### config.mk
export PLATFORM = sky130hd
export DESIGN_NAME = axi_write_responder_flat
export DESIGN_NICKNAME = d
export VERILOG_FILES = /design/src/rtl/axi_write_responder_if.sv /design/src/rtl/axi_write_responder.sv /design/src/flat_wrapper.sv
export SDC_FILE = /design/constraint.sdc
export NUM_CORES = 1
export LEC_CHECK = 0
export ABC_AREA = 1
export CAP_MARGIN = 10
export CORE_MARGIN = 4
export CORE_UTILIZATION = 45
export DETAILED_ROUTE_END_ITERATION = 7
export GPL_ROUTABILITY_DRIVEN = 0
export HOLD_SLACK_MARGIN = 0.08
export PLACE_DENSITY = 0.83
export REMOVE_ABC_BUFFERS = 1
export SLEW_MARGIN = 10
export SYNTH_ARGS = -nofsm -noshare
export SYNTH_HDL_FRONTEND = slang
export SYNTH_SLANG_ARGS = --single-unit
### constraint.sdc
create_clock -name clk -period 8.87 [get_ports clk]
set_clock_uncertainty 0.1 [all_clocks]
set_input_delay 2.661 -clock clk [delete_from_list [all_inputs] [get_ports clk]]
set_output_delay 2.661 -clock clk [all_outputs]
set_load 0.02 [all_outputs]
### src/rtl/axi_write_responder_if.sv
// AXI write-channel bundle (AW, W, B) shared by the responder and its master.
interface axi_write_responder_if #(
  parameter int unsigned AW = 32,
  parameter int unsigned DW = 64
);
  logic [AW-1:0]   axi_awaddr;
  logic [7:0]      axi_awlen;
  logic [2:0]      axi_awsize;
  logic [1:0]      axi_awburst;
  logic            axi_awvalid;
  logic            axi_awready;
  logic [DW-1:0]   axi_wdata;
  logic [DW/8-1:0] axi_wstrb;
  logic            axi_wlast;
  logic            axi_wvalid;
  logic            axi_wready;
  logic [1:0]      axi_bresp;
  logic            axi_bvalid;
  logic            axi_bready;

  modport master (
    output axi_awaddr, axi_awlen, axi_awsize, axi_awburst, axi_awvalid,
    output axi_wdata, axi_wstrb, axi_wlast, axi_wvalid, axi_bready,
    input  axi_awready, axi_wready, axi_bresp, axi_bvalid
  );

  modport slave (
    input  axi_awaddr, axi_awlen, axi_awsize, axi_awburst, axi_awvalid,
    input  axi_wdata, axi_wstrb, axi_wlast, axi_wvalid, axi_bready,
    output axi_awready, axi_wready, axi_bresp, axi_bvalid
  );
endinterface

### src/rtl/axi_write_responder.sv
// Single-outstanding AXI write slave: accepts one AW/W burst, drives a registered
// local memory-write port and returns the B response.
module axi_write_responder #(
  parameter int unsigned AW = 32,
  parameter int unsigned DW = 64
) (
  input  logic                clk,
  input  logic                resetn,
  axi_write_responder_if.slave axi,
  output logic                mem_we,
  output logic [AW-1:0]       mem_addr,
  output logic [DW-1:0]       mem_wdata,
  output logic [DW/8-1:0]     mem_wstrb
);
  localparam int unsigned SW      = DW / 8;
  localparam int unsigned LOG2_SW = $clog2(SW);

  typedef enum logic [1:0] {IDLE, DATA, RESP} state_e;

  state_e          state_q;
  logic [AW-1:0]   addr_q;
  logic [7:0]      len_q;
  logic [7:0]      beat_cnt_q;
  logic [2:0]      size_q;
  logic [1:0]      burst_q;
  logic            err_q;
  logic            dec_err_q;
  logic            awready_q;
  logic            wready_q;
  logic            bvalid_q;
  logic [1:0]      bresp_q;
  logic            mem_we_q;
  logic [AW-1:0]   mem_addr_q;
  logic [DW-1:0]   mem_wdata_q;
  logic [SW-1:0]   mem_wstrb_q;

  logic [AW-1:0]   inc_c;
  logic [AW-1:0]   wrap_mask_c;
  logic [AW-1:0]   addr_d;
  logic            aw_dec_err_c;
  logic            beat_c;
  logic            last_beat_c;
  logic            wlast_err_c;

  // Next beat address and AW decode checks.
  always_comb begin
    inc_c        = AW'(1) << size_q;
    wrap_mask_c  = ((AW'({1'b0, len_q}) + AW'(1)) << size_q) - AW'(1);
    addr_d       = addr_q;
    unique case (burst_q)
      2'b01:   addr_d = addr_q + inc_c;
      2'b10:   addr_d = (addr_q & ~wrap_mask_c) | ((addr_q + inc_c) & wrap_mask_c);
      default: addr_d = addr_q;
    endcase

    aw_dec_err_c = 1'b0;
    if (axi.axi_awburst == 2'b11) aw_dec_err_c = 1'b1;
    if (axi.axi_awsize > 3'(LOG2_SW)) aw_dec_err_c = 1'b1;
    if (axi.axi_awburst == 2'b10) begin
      if (!(axi.axi_awlen == 8'd1 || axi.axi_awlen == 8'd3 ||
            axi.axi_awlen == 8'd7 || axi.axi_awlen == 8'd15)) aw_dec_err_c = 1'b1;
      if ((axi.axi_awaddr & ((AW'(1) << axi.axi_awsize) - AW'(1))) != '0) aw_dec_err_c = 1'b1;
    end

    beat_c      = axi.axi_wvalid && wready_q;
    last_beat_c = (beat_cnt_q == len_q);
    wlast_err_c = (axi.axi_wlast != last_beat_c);
  end

  always_ff @(posedge clk or negedge resetn) begin
    if (!resetn) begin
      state_q     <= IDLE;
      addr_q      <= '0;
      len_q       <= '0;
      beat_cnt_q  <= '0;
      size_q      <= '0;
      burst_q     <= '0;
      err_q       <= 1'b0;
      dec_err_q   <= 1'b0;
      awready_q   <= 1'b0;
      wready_q    <= 1'b0;
      bvalid_q    <= 1'b0;
      bresp_q     <= 2'b00;
      mem_we_q    <= 1'b0;
      mem_addr_q  <= '0;
      mem_wdata_q <= '0;
      mem_wstrb_q <= '0;
    end else begin
      mem_we_q <= 1'b0;
      unique case (state_q)
        IDLE: begin
          awready_q <= 1'b1;
          if (axi.axi_awvalid && awready_q) begin
            addr_q     <= axi.axi_awaddr;
            len_q      <= axi.axi_awlen;
            size_q     <= axi.axi_awsize;
            burst_q    <= axi.axi_awburst;
            beat_cnt_q <= '0;
            err_q      <= 1'b0;
            dec_err_q  <= aw_dec_err_c;
            awready_q  <= 1'b0;
            wready_q   <= 1'b1;
            state_q    <= DATA;
          end
        end
        DATA: begin
          if (beat_c) begin
            mem_we_q    <= !dec_err_q;
            mem_addr_q  <= addr_q;
            mem_wdata_q <= axi.axi_wdata;
            mem_wstrb_q <= axi.axi_wstrb;
            if (wlast_err_c) err_q <= 1'b1;
            if (last_beat_c) begin
              wready_q <= 1'b0;
              bvalid_q <= 1'b1;
              bresp_q  <= (err_q || wlast_err_c || dec_err_q) ? 2'b10 : 2'b00;
              state_q  <= RESP;
            end else begin
              beat_cnt_q <= beat_cnt_q + 8'd1;
              addr_q     <= addr_d;
            end
          end
        end
        RESP: begin
          // Response held until accepted; AW reopens the following cycle.
          if (axi.axi_bready) begin
            bvalid_q  <= 1'b0;
            bresp_q   <= 2'b00;
            awready_q <= 1'b1;
            state_q   <= IDLE;
          end
        end
        default: state_q <= IDLE;
      endcase
    end
  end

  assign axi.axi_awready = awready_q;
  assign axi.axi_wready  = wready_q;
  assign axi.axi_bvalid  = bvalid_q;
  assign axi.axi_bresp   = bresp_q;
  assign mem_we          = mem_we_q;
  assign mem_addr        = mem_addr_q;
  assign mem_wdata       = mem_wdata_q;
  assign mem_wstrb       = mem_wstrb_q;
endmodule

### src/flat_wrapper.sv
// flat-port wrapper written by rule: the top's interface ports become plain ports
module axi_write_responder_flat 
#(
  parameter int unsigned AW = 32,
  parameter int unsigned DW = 64
)
  (clk, resetn, mem_we, mem_addr, mem_wdata, mem_wstrb, axi_axi_awaddr, axi_axi_awlen, axi_axi_awsize, axi_axi_awburst, axi_axi_awvalid, axi_axi_wdata, axi_axi_wstrb, axi_axi_wlast, axi_axi_wvalid, axi_axi_bready, axi_axi_awready, axi_axi_wready, axi_axi_bresp, axi_axi_bvalid);
  axi_write_responder_if #(.AW(AW), .DW(DW)) axi_i ();
  input  logic clk;
  input  logic resetn;
  output logic mem_we;
  output logic [AW-1:0] mem_addr;
  output logic [DW-1:0] mem_wdata;
  output logic [DW/8-1:0] mem_wstrb;
  input wire logic [$bits(axi_i.axi_awaddr)-1:0] axi_axi_awaddr;
  input wire logic [$bits(axi_i.axi_awlen)-1:0] axi_axi_awlen;
  input wire logic [$bits(axi_i.axi_awsize)-1:0] axi_axi_awsize;
  input wire logic [$bits(axi_i.axi_awburst)-1:0] axi_axi_awburst;
  input wire logic [$bits(axi_i.axi_awvalid)-1:0] axi_axi_awvalid;
  input wire logic [$bits(axi_i.axi_wdata)-1:0] axi_axi_wdata;
  input wire logic [$bits(axi_i.axi_wstrb)-1:0] axi_axi_wstrb;
  input wire logic [$bits(axi_i.axi_wlast)-1:0] axi_axi_wlast;
  input wire logic [$bits(axi_i.axi_wvalid)-1:0] axi_axi_wvalid;
  input wire logic [$bits(axi_i.axi_bready)-1:0] axi_axi_bready;
  output wire logic [$bits(axi_i.axi_awready)-1:0] axi_axi_awready;
  output wire logic [$bits(axi_i.axi_wready)-1:0] axi_axi_wready;
  output wire logic [$bits(axi_i.axi_bresp)-1:0] axi_axi_bresp;
  output wire logic [$bits(axi_i.axi_bvalid)-1:0] axi_axi_bvalid;
  assign axi_i.axi_awaddr = axi_axi_awaddr;
  assign axi_i.axi_awlen = axi_axi_awlen;
  assign axi_i.axi_awsize = axi_axi_awsize;
  assign axi_i.axi_awburst = axi_axi_awburst;
  assign axi_i.axi_awvalid = axi_axi_awvalid;
  assign axi_i.axi_wdata = axi_axi_wdata;
  assign axi_i.axi_wstrb = axi_axi_wstrb;
  assign axi_i.axi_wlast = axi_axi_wlast;
  assign axi_i.axi_wvalid = axi_axi_wvalid;
  assign axi_i.axi_bready = axi_axi_bready;
  assign axi_axi_awready = axi_i.axi_awready;
  assign axi_axi_wready = axi_i.axi_wready;
  assign axi_axi_bresp = axi_i.axi_bresp;
  assign axi_axi_bvalid = axi_i.axi_bvalid;
  axi_write_responder #(.AW(AW), .DW(DW)) u_core (.clk(clk), .resetn(resetn), .axi(axi_i), .mem_we(mem_we), .mem_addr(mem_addr), .mem_wdata(mem_wdata), .mem_wstrb(mem_wstrb));
endmodule
==> flow_summary.yaml, run 1 <==
pwr:
  total_power_mw: 4.86
  cellLeakagePower_nw: 5.67
  netSwitchingFraction_pct: 44.9
  cellInternalPower_mw: 2.68
  worst_ir_drop_vdd_uv: 178
  power.switching_mw: 2.18
  power.share.clock_pct: 16.0
  power.density_cell_area_mw_per_mm2: 389
  power.share.combinational_pct: 55.2
  power_frac_seq_pct: 28.7
floorplanning:
  placementRows: 52
  io_pins: 233
  design.core.area_mm2: 0.0204
  initial_utilization_pct: 46.0
  dieArea_mm2: 0.0232
  dieWidth_um: 152
  dieHeight_um: 152
clocking:
  clkSlewWorstSetupHoldPaths_ns: 0.07
  tritoncts_clock_tree: "yes"
  cts_resized: 0
  clk-insertion-delay-late_ns: 0.43
  root_buffer: "sky130_fd_sc_hd__clkbuf_16"
  tritoncts_num_sinks: 166
  post_cts_hold_buffer_count: 0
  postCtsSetupRepairBufs: 0
  htree_num_levels: 4
  tritoncts_buffer_count: 17
  clock_tree.buffer_depth: 2
layout:
  synthToLayoutAreaGrowth_pct: 33.3
  final_design_area_no_fill_mm2: 0.0125
  finish.net_count: 1480
  fillCellCount: 1700
  antenna_cells: 0
  drive_gt1_share_pct: 13.9
job:
  max_cap_viol_count: 0
hold_path:
  min_to: "u_core.mem_addr[30]$_DFFE_PN0P_"
  min-delay-path-class: "register to register"
  hp-start: "u_core.mem_addr[30]$_DFFE_PN0P_"
  hold_path_depth: 2
timing:
  max_freq_mhz: 197
  finalWorstSetupSlack_ns: 3.80
  finalSetupViolCount: 0
  timing.slew.headroom_pct: 30.6
  unrepaired_setup_endpoints_after_global_routing: "no"
  crit_share_post_route_pct: 57.1
  finalCriticalPeriod_ns: 5.07
  drv_slew: 0
  report.final.hold_viol_count: 0
  final.setup.tns_ns: 0
  tightest_slew_ns: 1.04
routing:
  detail_route.wl_per_cell_um: 16.5
  drt_iter0_drc: 631
  vias_per_cell: 5.28
  drc_errors: 0
  vias: 8585
  route.antenna.remaining_nets: 0
  drtPass1Iterations: 5
  wl_mm: 26.8
global_route:
  wire_length_of_the_first_global_routing_pass_mm: 43.8
  number_of_antenna_violations_at_the_first_check_in_global_routing: 0
  grt.total_usage_pct: 23.0
  grt_max_degree: 97
  overflow: 0
  grt_pass1_vias: 8508
placed_design:
  number_of_buffers_added_on_ports: 231
  place_worst_setup_slack_ns: 3.41
  placed_area_mm2: 0.0119
  detailedPlacementHpwl_mm: 20.3
worst_setup_path:
  critical-path-top-delay-family: "buffers and inverters"
  count_of_cells_along_the_worst_register_to_register_path: 22
  worst-endpoint-required_ns: 9.09
  critical_path.max_stage_delay_ns: 0.66
  worst-path-max-fanout: 32
  worst_path_most_repeated_cell: "sky130_fd_sc_hd__nand2_1"
  worst-setup-path-type: "input pin to register"
  timing.rr.start: "u_core.size_q[1]$_DFFE_PN0P_"
  arrival_ns: 5.29
  r2r_slack_ns: 4.92
  count_of_buffering_cells_on_the_critical_path_with_inverters_included: 4
  timing.critical_path.to_type: "register"
  startpoint_type_of_the_worst_setup_path: "input pin"
  critical_path.cell_chain: "clkdlybuf4s50_1, nand2_1, nor2_1, buf_4, a21oi_1, a21oi_2, inv_1, a21oi_4, inv_4, nand2_1, nand2_1"
  cp_slowest_cell: "sky130_fd_sc_hd__a21oi_2"
yosys:
  synthDistinctLibCells: 60
  synth_edf_count: 0
  yosys.area.top_type_share_pct: 44.3
  ys_seq_elements: 166
  synthesis.instances: 1123
  syn_area_mm2: 0.00937
  synth_area_per_cell_um2: 8.34
  synth-async-reset-ratio_pct: 100
  synth.most_common_cell: "sky130_fd_sc_hd__nand2_1"
  post-synth-top-area-cell: "sky130_fd_sc_hd__dfrtp_1"
  yosysWarnings: 0
  synth_ff_type: "sky130_fd_sc_hd__dfrtp_1"
  synthTopCellsByCount: "322 x sky130_fd_sc_hd__nand2_1, 166 x sky130_fd_sc_hd__dfrtp_1, 101 x sky130_fd_sc_hd__inv_1"
  synth.top_cells.by_area: "sky130_fd_sc_hd__dfrtp_1 44%, sky130_fd_sc_hd__nand2_1 13%, sky130_fd_sc_hd__mux2_2 10%, sky130_fd_sc_hd__inv_1 4.0%, sky130_fd_sc_hd__o21ai_0 4.0%"
  ys_seq_area_share_pct: 44.3
status:
  result_of_the_run: "finished clean"
==> cell usage in the layout (no fill, tap or decap), types with 3 or more instances in the layout <==
cell type                         Yosys  final
sky130_fd_sc_hd__inv_4                3      3
sky130_fd_sc_hd__nand3_1             72     72
sky130_fd_sc_hd__xor2_1               5      5
sky130_fd_sc_hd__xnor2_1              6      6
sky130_fd_sc_hd__inv_6                0      5
sky130_fd_sc_hd__o21ai_0             75     75
sky130_fd_sc_hd__or2_2                3      3
sky130_fd_sc_hd__ha_1                14     14
sky130_fd_sc_hd__clkdlybuf4s50_1      0    230
sky130_fd_sc_hd__nand4_1              9      9
sky130_fd_sc_hd__nand2_2             18     18
sky130_fd_sc_hd__o2111ai_1            4      4
sky130_fd_sc_hd__nor3_1              20     20
sky130_fd_sc_hd__o211ai_1             3      3
sky130_fd_sc_hd__nand2_4              5      6
sky130_fd_sc_hd__clkinv_4             1      3
sky130_fd_sc_hd__nor2_2               5      6
sky130_fd_sc_hd__a21oi_1             30     30
sky130_fd_sc_hd__nor2_1              76     75
sky130_fd_sc_hd__o21ai_1              3      3
sky130_fd_sc_hd__nand2_1            322    321
sky130_fd_sc_hd__nor2_4               6      6
sky130_fd_sc_hd__nand3_2             14     14
sky130_fd_sc_hd__inv_1              101    101
sky130_fd_sc_hd__inv_8                1      4
sky130_fd_sc_hd__nor4_1               6      6
sky130_fd_sc_hd__mux2_2              83     83
sky130_fd_sc_hd__clkbuf_16            0     17
sky130_fd_sc_hd__dfrtp_1            166    166
sky130_fd_sc_hd__buf_4                3      5
==> tightest hold or removal path, stage by stage, from the launching register on <==
cell	delay (ns)
sky130_fd_sc_hd__dfrtp_1	0.34
sky130_fd_sc_hd__nand2_1	0.05
sky130_fd_sc_hd__o21ai_0	0.05
==> logic make-up after synthesis <==
kind of cell / after synthesis / share of synthesized area, %
AOI/OAI and AO/OA: 139 / 8.67
xor gates and xnor gates: 11 / 1.03
adders and majority gates: 15 / 2.08
buffers and inverters: 145 / 6.68
DFF: 166 / 44.3
muxes: 85 / 10.2
other: 1 / 0.0400
and+or+nand+nor: 561 / 27.0
==> layout make-up <==
class | instances | area [µm²] | share of cell area [%]
clock buffer | 18 | 439 | 3.52
multi-input combinational | 812 | 4600 | 36.8
timing repair buffer | 236 | 2350 | 18.8
sequential | 166 | 4150 | 33.3
inverter | 109 | 429 | 3.44
tap | 270 | 338 | 2.71
clock inverter | 14 | 179 | 1.43
==> through the flow <==
stage          std cells  hold WS [ns]  util, %
3_3_place_gp        1593         0.367     58.3
3_5_place_dp        1593         0.373     58.3
6_report            1625         0.382     61.3
5_1_grt             1625         0.399     61.3
2_1_floorplan       1087         0.327        -
4_1_cts             1625         0.386     61.3
==> how the worst max path moves through the flow <==
stage                    start                                to  slack [ns]  cells past startpoint
6_report       axi_axi_awvalid                          register        3.80                     11
4_1_cts        axi_axi_awvalid                          register        3.85                     11
2_1_floorplan   axi_axi_wvalid  u_core.beat_cnt_q[4]$_DFFE_PN0P_        2.80                      9
3_3_place_gp   axi_axi_awvalid                          register        3.47                     11
3_5_place_dp   axi_axi_awvalid                          register        3.41                     11
5_1_grt        axi_axi_awvalid                          register        3.55                     11
==> power by group through the flow <==
stage / Sequential (mW) / Combinational [mW] / Clock [mW]
2_1_floorplan: 1.64 / 1.46 / 0
3_3_place_gp: 1.38 / 2.61 / 0
3_5_place_dp: 1.40 / 2.68 / 0
4_1_cts: 1.39 / 2.69 / 0.790
5_1_grt: 1.44 / 2.94 / 0.827
6_report: 1.40 / 2.69 / 0.779
==> metal layers <==
layer  part of all wire (%)  GRT usage [%]  up-vias
li1                       -              -     4123
met1                     42           29.0     4084
met2                     50           40.2      328
met3                    5.4           4.15       50
met4                    2.7           7.58        0
met5                      0              0        -
Power figures use the tool's default switching activity.
==> inputs of run 2 (changes only) <==
==> constraint.sdc (replaced) <==
create_clock -name clk -period 5.2 [get_ports clk]
set_clock_uncertainty 0.1 [all_clocks]
set_input_delay 1.56 -clock clk [delete_from_list [all_inputs] [get_ports clk]]
set_output_delay 1.56 -clock clk [all_outputs]
set_load 0.02 [all_outputs]
==> run 2 against run 1 <==
First-iteration DRC count grew 4.0%. Total power grew 69%. Via count shrank 0.76%. Clock power grew 60%. Cell count grew 0.12%. Sequential share of layout area is essentially flat. Non-clock buffer count grew 2. Final area is essentially flat. Worst hold slack lost 0.0013 ns. Combinational power grew 71%. Die area is the same. Setup slack lost 2.4 ns. Largest power group unchanged.
==> flow_summary.yaml, run 2 (same netlist as run 1, synthesis figures left out) <==
routing:
  vias: 8520
  vias_per_cell: 5.24
  route.antenna.remaining_nets: 0
  wl_mm: 26.2
  detail_route.wl_per_cell_um: 16.1
  drt_iter0_drc: 656
  drc_errors: 0
  drtPass1Iterations: 5
floorplanning:
  initial_utilization_pct: 46.0
  design.core.area_mm2: 0.0204
  placementRows: 52
  dieHeight_um: 152
  dieWidth_um: 152
  io_pins: 233
  dieArea_mm2: 0.0232
layout:
  finish.net_count: 1482
  most_frequent_standard_cell_in_the_layout_excluding_fill_and_tap_cells: "sky130_fd_sc_hd__nand2_1"
  post_layout_nonfiller_instances: 1627
  layout.cells.most_common_list: "321 x sky130_fd_sc_hd__nand2_1, 230 x sky130_fd_sc_hd__clkdlybuf4s50_1, 166 x sky130_fd_sc_hd__dfrtp_1, 101 x sky130_fd_sc_hd__inv_1, 83 x sky130_fd_sc_hd__mux2_2"
  synthToLayoutAreaGrowth_pct: 33.3
  post-route-util_pct: 61.3
  antenna_cells: 0
  drive_gt1_share_pct: 14.0
hold_path:
  min_to: "u_core.mem_we$_DFF_PN0_"
  min-delay-path-class: "register to register"
  hold_path_depth: 1
  hp-start: "u_core.dec_err_q$_DFFE_PN0P_"
job:
  max_cap_viol_count: 0
clocking:
  tritoncts_buffer_count: 17
  tritoncts_clock_tree: "yes"
  post_cts_hold_buffer_count: 0
  clock_tree.buffer_depth: 2
  tritoncts_num_sinks: 166
  clk-insertion-delay-late_ns: 0.44
  htree_num_levels: 4
  postCtsSetupRepairBufs: 0
  root_buffer: "sky130_fd_sc_hd__clkbuf_16"
  clkSlewWorstSetupHoldPaths_ns: 0.07
  cts_resized: 0
timing:
  crit_share_post_route_pct: 73.1
  timing.slew.headroom_pct: 33.5
  unrepaired_setup_endpoints_after_global_routing: "no"
  report.final.hold_viol_count: 0
  finalSetupViolCount: 0
  max_freq_mhz: 263
  final.setup.tns_ns: 0
  drv_slew: 0
  tightest_slew_ns: 0.994
  finalCriticalPeriod_ns: 3.80
global_route:
  grt.total_usage_pct: 22.4
  grt_pass1_vias: 8334
  overflow: 0
  wire_length_of_the_first_global_routing_pass_mm: 42.6
  number_of_antenna_violations_at_the_first_check_in_global_routing: 0
  grt_max_degree: 106
pwr:
  total_power_mw: 8.20
  power.density_cell_area_mw_per_mm2: 657
  worst_ir_drop_vdd_uv: 266
  cellLeakagePower_nw: 5.67
worst_setup_path:
  arrival_ns: 4.06
  worst-endpoint-required_ns: 5.46
  timing.rr.start: "u_core.size_q[1]$_DFFE_PN0P_"
  worst-path-max-fanout: 17
  count_of_cells_along_the_worst_register_to_register_path: 22
  startpoint_type_of_the_worst_setup_path: "register"
  r2r_slack_ns: 1.40
  worst-setup-path-type: "register to register"
  timing.critical_path.to_type: "register"
placed_design:
  number_of_buffers_added_on_ports: 231
  detailedPlacementHpwl_mm: 20.0
  place.detailed.instances: 1595
status:
  result_of_the_run: "finished clean"
[run 2: cell types whose count changed in the layout (fill, tap and decap cells not counted), moves of 2 or more]
cell                        before  now
sky130_fd_sc_hd__clkinv_8        1    3
sky130_fd_sc_hd__bufinv_16       2    0
sky130_fd_sc_hd__inv_8           4    6
sky130_fd_sc_hd__inv_6           5    2
[run 2: critical path, stage by stage (launching register included)]
cell	delay [ns]
sky130_fd_sc_hd__dfrtp_1	0.57
sky130_fd_sc_hd__inv_1	0.42
sky130_fd_sc_hd__nand2_1	0.12
sky130_fd_sc_hd__nor2_1	0.19
sky130_fd_sc_hd__inv_1	0.08
sky130_fd_sc_hd__fa_1	0.39
sky130_fd_sc_hd__inv_1	0.08
sky130_fd_sc_hd__nand2_1	0.07
sky130_fd_sc_hd__nand2_1	0.06
sky130_fd_sc_hd__a21oi_1	0.10
sky130_fd_sc_hd__o21ai_1	0.30
sky130_fd_sc_hd__inv_1	0.14
sky130_fd_sc_hd__nor2_2	0.18
sky130_fd_sc_hd__inv_1	0.08
sky130_fd_sc_hd__nor2_1	0.20
sky130_fd_sc_hd__nand2_1	0.14
sky130_fd_sc_hd__o21ai_1	0.14
sky130_fd_sc_hd__nand2_1	0.06
sky130_fd_sc_hd__nor2_1	0.09
sky130_fd_sc_hd__nand2_1	0.06
sky130_fd_sc_hd__nand2_1	0.07
sky130_fd_sc_hd__nand2_1	0.06
sky130_fd_sc_hd__nand2_1	0.06
[run 2: cell type report]
cell class	count	area, µm²
clock inverter	14	156
multi-input combinational	812	4600
fill	1755	7880
sequential	166	4150
timing repair buffer	238	2380
clock buffer	18	429
tap	270	338
inverter	109	429
[run 2: power breakdown]
group	switching [mW]	internal, mW
combinational	2.65	1.94
clock	0.603	0.644
sequential	0.469	1.90
[run 2: metal layers]
layer,part of all wire (%),global-route usage [%],up-vias
met5,0,0,-
met4,2.7,7.83,0
met3,5.8,4.74,48
met2,49,39.1,319
met1,42,27.6,4011
li1,-,-,4142
[run 2: through the flow]
step / area (µm²) / setup slack [ns] / hold slack (ns)
CTS: 12500 / 1.44 / 0.378
global placement: 11900 / 1.37 / 0.365
global route: 12500 / 0.923 / 0.412
detailed placement: 11900 / 1.31 / 0.366
floorplan: 9170 / 0.232 / 0.327
finish: 12500 / 1.40 / 0.381
[run 2: worst max path at each step]
stage / startpoint / end / slack (ns) / cells past startpoint
3_5_place_dp: axi_axi_wvalid / u_core.beat_cnt_q[6]$_DFFE_PN0P_ / 1.31 / 12
2_1_floorplan: u_core.state_q[0]$_DFFE_PN0P_ / u_core.beat_cnt_q[6]$_DFFE_PN0P_ / 0.23 / 11
3_3_place_gp: axi_axi_wvalid / u_core.mem_wstrb[5]$_DFFE_PN0P_ / 1.37 / 6
5_1_grt: u_core.size_q[1]$_DFFE_PN0P_ / register / 0.92 / 22
4_1_cts: u_core.size_q[1]$_DFFE_PN0P_ / register / 1.44 / 22
6_report: u_core.size_q[1]$_DFFE_PN0P_ / register / 1.40 / 22
==> inputs of run 3 (changes only) <==
--- a/config.mk
+++ b/config.mk
@@ -12,7 +12,7 @@
 export DETAILED_ROUTE_END_ITERATION = 7
 export GPL_ROUTABILITY_DRIVEN = 0
 export HOLD_SLACK_MARGIN = 0.08
-export PLACE_DENSITY = 0.83
+export PLACE_DENSITY = 0.86
 export REMOVE_ABC_BUFFERS = 1
 export SLEW_MARGIN = 10
 export SYNTH_ARGS = -nofsm -noshare
==> constraint.sdc (replaced) <==
create_clock -name clk -period 3.35 [get_ports clk]
set_clock_uncertainty 0.1 [all_clocks]
set_input_delay 1.005 -clock clk [delete_from_list [all_inputs] [get_ports clk]]
set_output_delay 1.005 -clock clk [all_outputs]
set_load 0.02 [all_outputs]
==> run 3 against run 2 <==
Worst hold slack gained 0.0043 ns. First-iteration DRC count grew 13%. Sequential share of layout area shrank 0.47 points. Non-clock buffer count grew 15.
==> flow_summary.yaml, run 3 (same netlist as run 1, synthesis figures left out) <==
status:
  result_of_the_run: "finished clean"
placed_design:
  place_worst_setup_slack_ns: 0.126
  detailedPlacementHpwl_mm: 20.7
  number_of_buffers_added_on_ports: 231
worst_setup_path:
  arrival_ns: 3.34
  startpoint_type_of_the_worst_setup_path: "register"
  cp_slowest_cell: "sky130_fd_sc_hd__dfrtp_1"
  critical_path.max_stage_delay_ns: 0.47
  timing.critical_path.to_type: "register"
  worst-path-max-fanout: 7
  worst_path_most_repeated_cell: "sky130_fd_sc_hd__nand2_1"
  count_of_buffering_cells_on_the_critical_path_with_inverters_included: 3
  worst-endpoint-required_ns: 3.55
  critical-path-top-delay-family: "simple AND/OR/NAND/NOR gates"
  critical_path.cell_chain: "ha_2, o21ai_1, nor2_1, nand2_1, nand2_1, inv_1, nand2_1, inv_1, nand2_1, nor2_2, nand2_2, nor2_4, nand3_1, nor2_1, ha_1, a21oi_1, inv_1, a21oi_1, a22oi_1"
  worst-setup-path-type: "register to register"
timing:
  finalWorstSetupSlack_ns: 0.212
  report.final.hold_viol_count: 0
  timing.slew.headroom_pct: 62.6
  finalSetupViolCount: 0
  finalCriticalPeriod_ns: 3.14
  worst_hold_slack_ns: 0.385
  max_freq_mhz: 319
  tightest_slew_ns: 0.561
  drv_slew: 0
  crit_share_post_route_pct: 93.7
global_route:
  overflow: 0
  grt_pass1_vias: 8645
  wire_length_of_the_first_global_routing_pass_mm: 44.6
  grt_max_degree: 107
  grt.total_usage_pct: 23.3
  number_of_antenna_violations_at_the_first_check_in_global_routing: 0
routing:
  vias_per_cell: 5.32
  drc_errors: 0
  drtPass1Iterations: 5
  wl_mm: 27.1
  vias: 8728
  drt_iter0_drc: 741
  route.antenna.remaining_nets: 0
  detail_route.wl_per_cell_um: 16.5
layout:
  post-route-util_pct: 62.2
  synthToLayoutAreaGrowth_pct: 35.2
  fillCellCount: 1642
  multi_input_area_mm2: 0.00462
  finish.net_count: 1497
  most_frequent_standard_cell_in_the_layout_excluding_fill_and_tap_cells: "sky130_fd_sc_hd__nand2_1"
  drive_gt1_share_pct: 15.6
  antenna_cells: 0
  layout.cells.most_common_list: "320 x sky130_fd_sc_hd__nand2_1, 230 x sky130_fd_sc_hd__clkdlybuf4s50_1, 166 x sky130_fd_sc_hd__dfrtp_1, 101 x sky130_fd_sc_hd__inv_1, 83 x sky130_fd_sc_hd__mux2_2"
  seqCellArea_mm2: 0.00415
floorplanning:
  io_pins: 233
  initial_utilization_pct: 46.0
  placementRows: 52
  dieHeight_um: 152
  dieArea_mm2: 0.0232
  design.core.area_mm2: 0.0204
  dieWidth_um: 152
pwr:
  worst_ir_drop_vdd_uv: 506
  cellLeakagePower_nw: 5.77
  power.share.combinational_pct: 57.1
  netSwitchingFraction_pct: 45.3
  power.share.clock_pct: 15.2
  cellInternalPower_mw: 7.08
  power.switching_mw: 5.86
  power.density_cell_area_mw_per_mm2: 1020
  power_frac_seq_pct: 27.7
clocking:
  clk-insertion-delay-late_ns: 0.43
  clock_tree.buffer_depth: 2
  clkSlewWorstSetupHoldPaths_ns: 0.07
  tritoncts_buffer_count: 17
  htree_num_levels: 4
  tritoncts_clock_tree: "yes"
  tritoncts_num_sinks: 166
  root_buffer: "sky130_fd_sc_hd__clkbuf_16"
hold_path:
  min-delay-path-class: "register to register"
job:
  max_cap_viol_count: 0
-- run 3: changes by cell type in the layout (fill, tap and decap cells not counted), sizes merged --
cell      previous run  this run
clkinv               9        12
inv                113       111
buf                  8        23
clkinvlp             1         0
-- run 3: worst paths after layout --
path	startpoint	to	slack, ns	cells after the start
worst max-delay path	u_core.len_q[1]$_DFFE_PN0P_	register	0.21	19
worst min-delay path	u_core.mem_addr[23]$_DFFE_PN0P_	u_core.mem_addr[23]$_DFFE_PN0P_	0.39	2
worst max register to register	u_core.len_q[1]$_DFFE_PN0P_	register	0.21	19
worst min register to register	u_core.mem_addr[23]$_DFFE_PN0P_	u_core.mem_addr[23]$_DFFE_PN0P_	0.39	2
max in group asynchronous	resetn	u_core.mem_wdata[56]$_DFFE_PN0P_	2.03	2
min in group asynchronous	resetn	u_core.mem_wdata[45]$_DFFE_PN0P_	0.41	1
-- run 3: power groups by stage --
stage          Clock (mW)  Sequential (mW)  Combinational (mW)
2_1_floorplan           0             4.35                3.87
3_3_place_gp            0             3.54                7.12
3_5_place_dp            0             3.61                7.29
4_1_cts              1.99             3.58                7.35
5_1_grt              2.09             3.71                8.08
6_report             1.97             3.59                7.39
-- run 3: area by class of cell --
type,instances,share of cell area (%)
Clock inverter,14,1.28
Multi-Input combinational cell,812,36.5
Inverter,109,3.39
Timing Repair Buffer,253,19.9
Clock buffer,18,3.47
Tap cell,270,2.67
Sequential cell,166,32.8
-- run 3: worst register-to-register path: cells and delay by family (launching register included) --
kind,cells,cell delay [ns]
AND/OR/NAND/NOR,10,1.16
AO/OA/AOI/OAI,4,0.50
buffers and inverters,3,0.18
flip-flops,1,0.47
adder cells (fa/ha/maj),2,0.59
-- run 3: timing repair --
| item | in CTS | in global routing |
|---|---|---|
| hold buffers | 0 | 0 |
| pin swaps | 0 | 2 |
| setup endpoints to repair | 1 | 9 |
| setup buffers | 0 | 2 |
| resized for setup | 1 | 8 |
-- run 3: routing by layer --
layer / up-vias / wire length (µm) / track usage [%] / share of wire [%]
met5: - / 0 / 0 / 0
met4: 0 / 953 / 8.99 / 3.5
met3: 61 / 1640 / 5.11 / 6.1
met2: 361 / 13500 / 40.4 / 50
met1: 4141 / 11000 / 28.5 / 40
li1: 4165 / - / - / -
-- run 3: metrics by stage --
stage / power (mW) / area (µm²) / cells / TNS (ns)
2_1_floorplan: 8.23 / 9170 / 1087 / -163.41
3_3_place_gp: 10.7 / 12000 / 1608 / 0
3_5_place_dp: 10.9 / 12000 / 1608 / 0
4_1_cts: 12.9 / 12600 / 1640 / 0
5_1_grt: 13.9 / 12700 / 1642 / -0.0382
6_report: 12.9 / 12700 / 1642 / 0
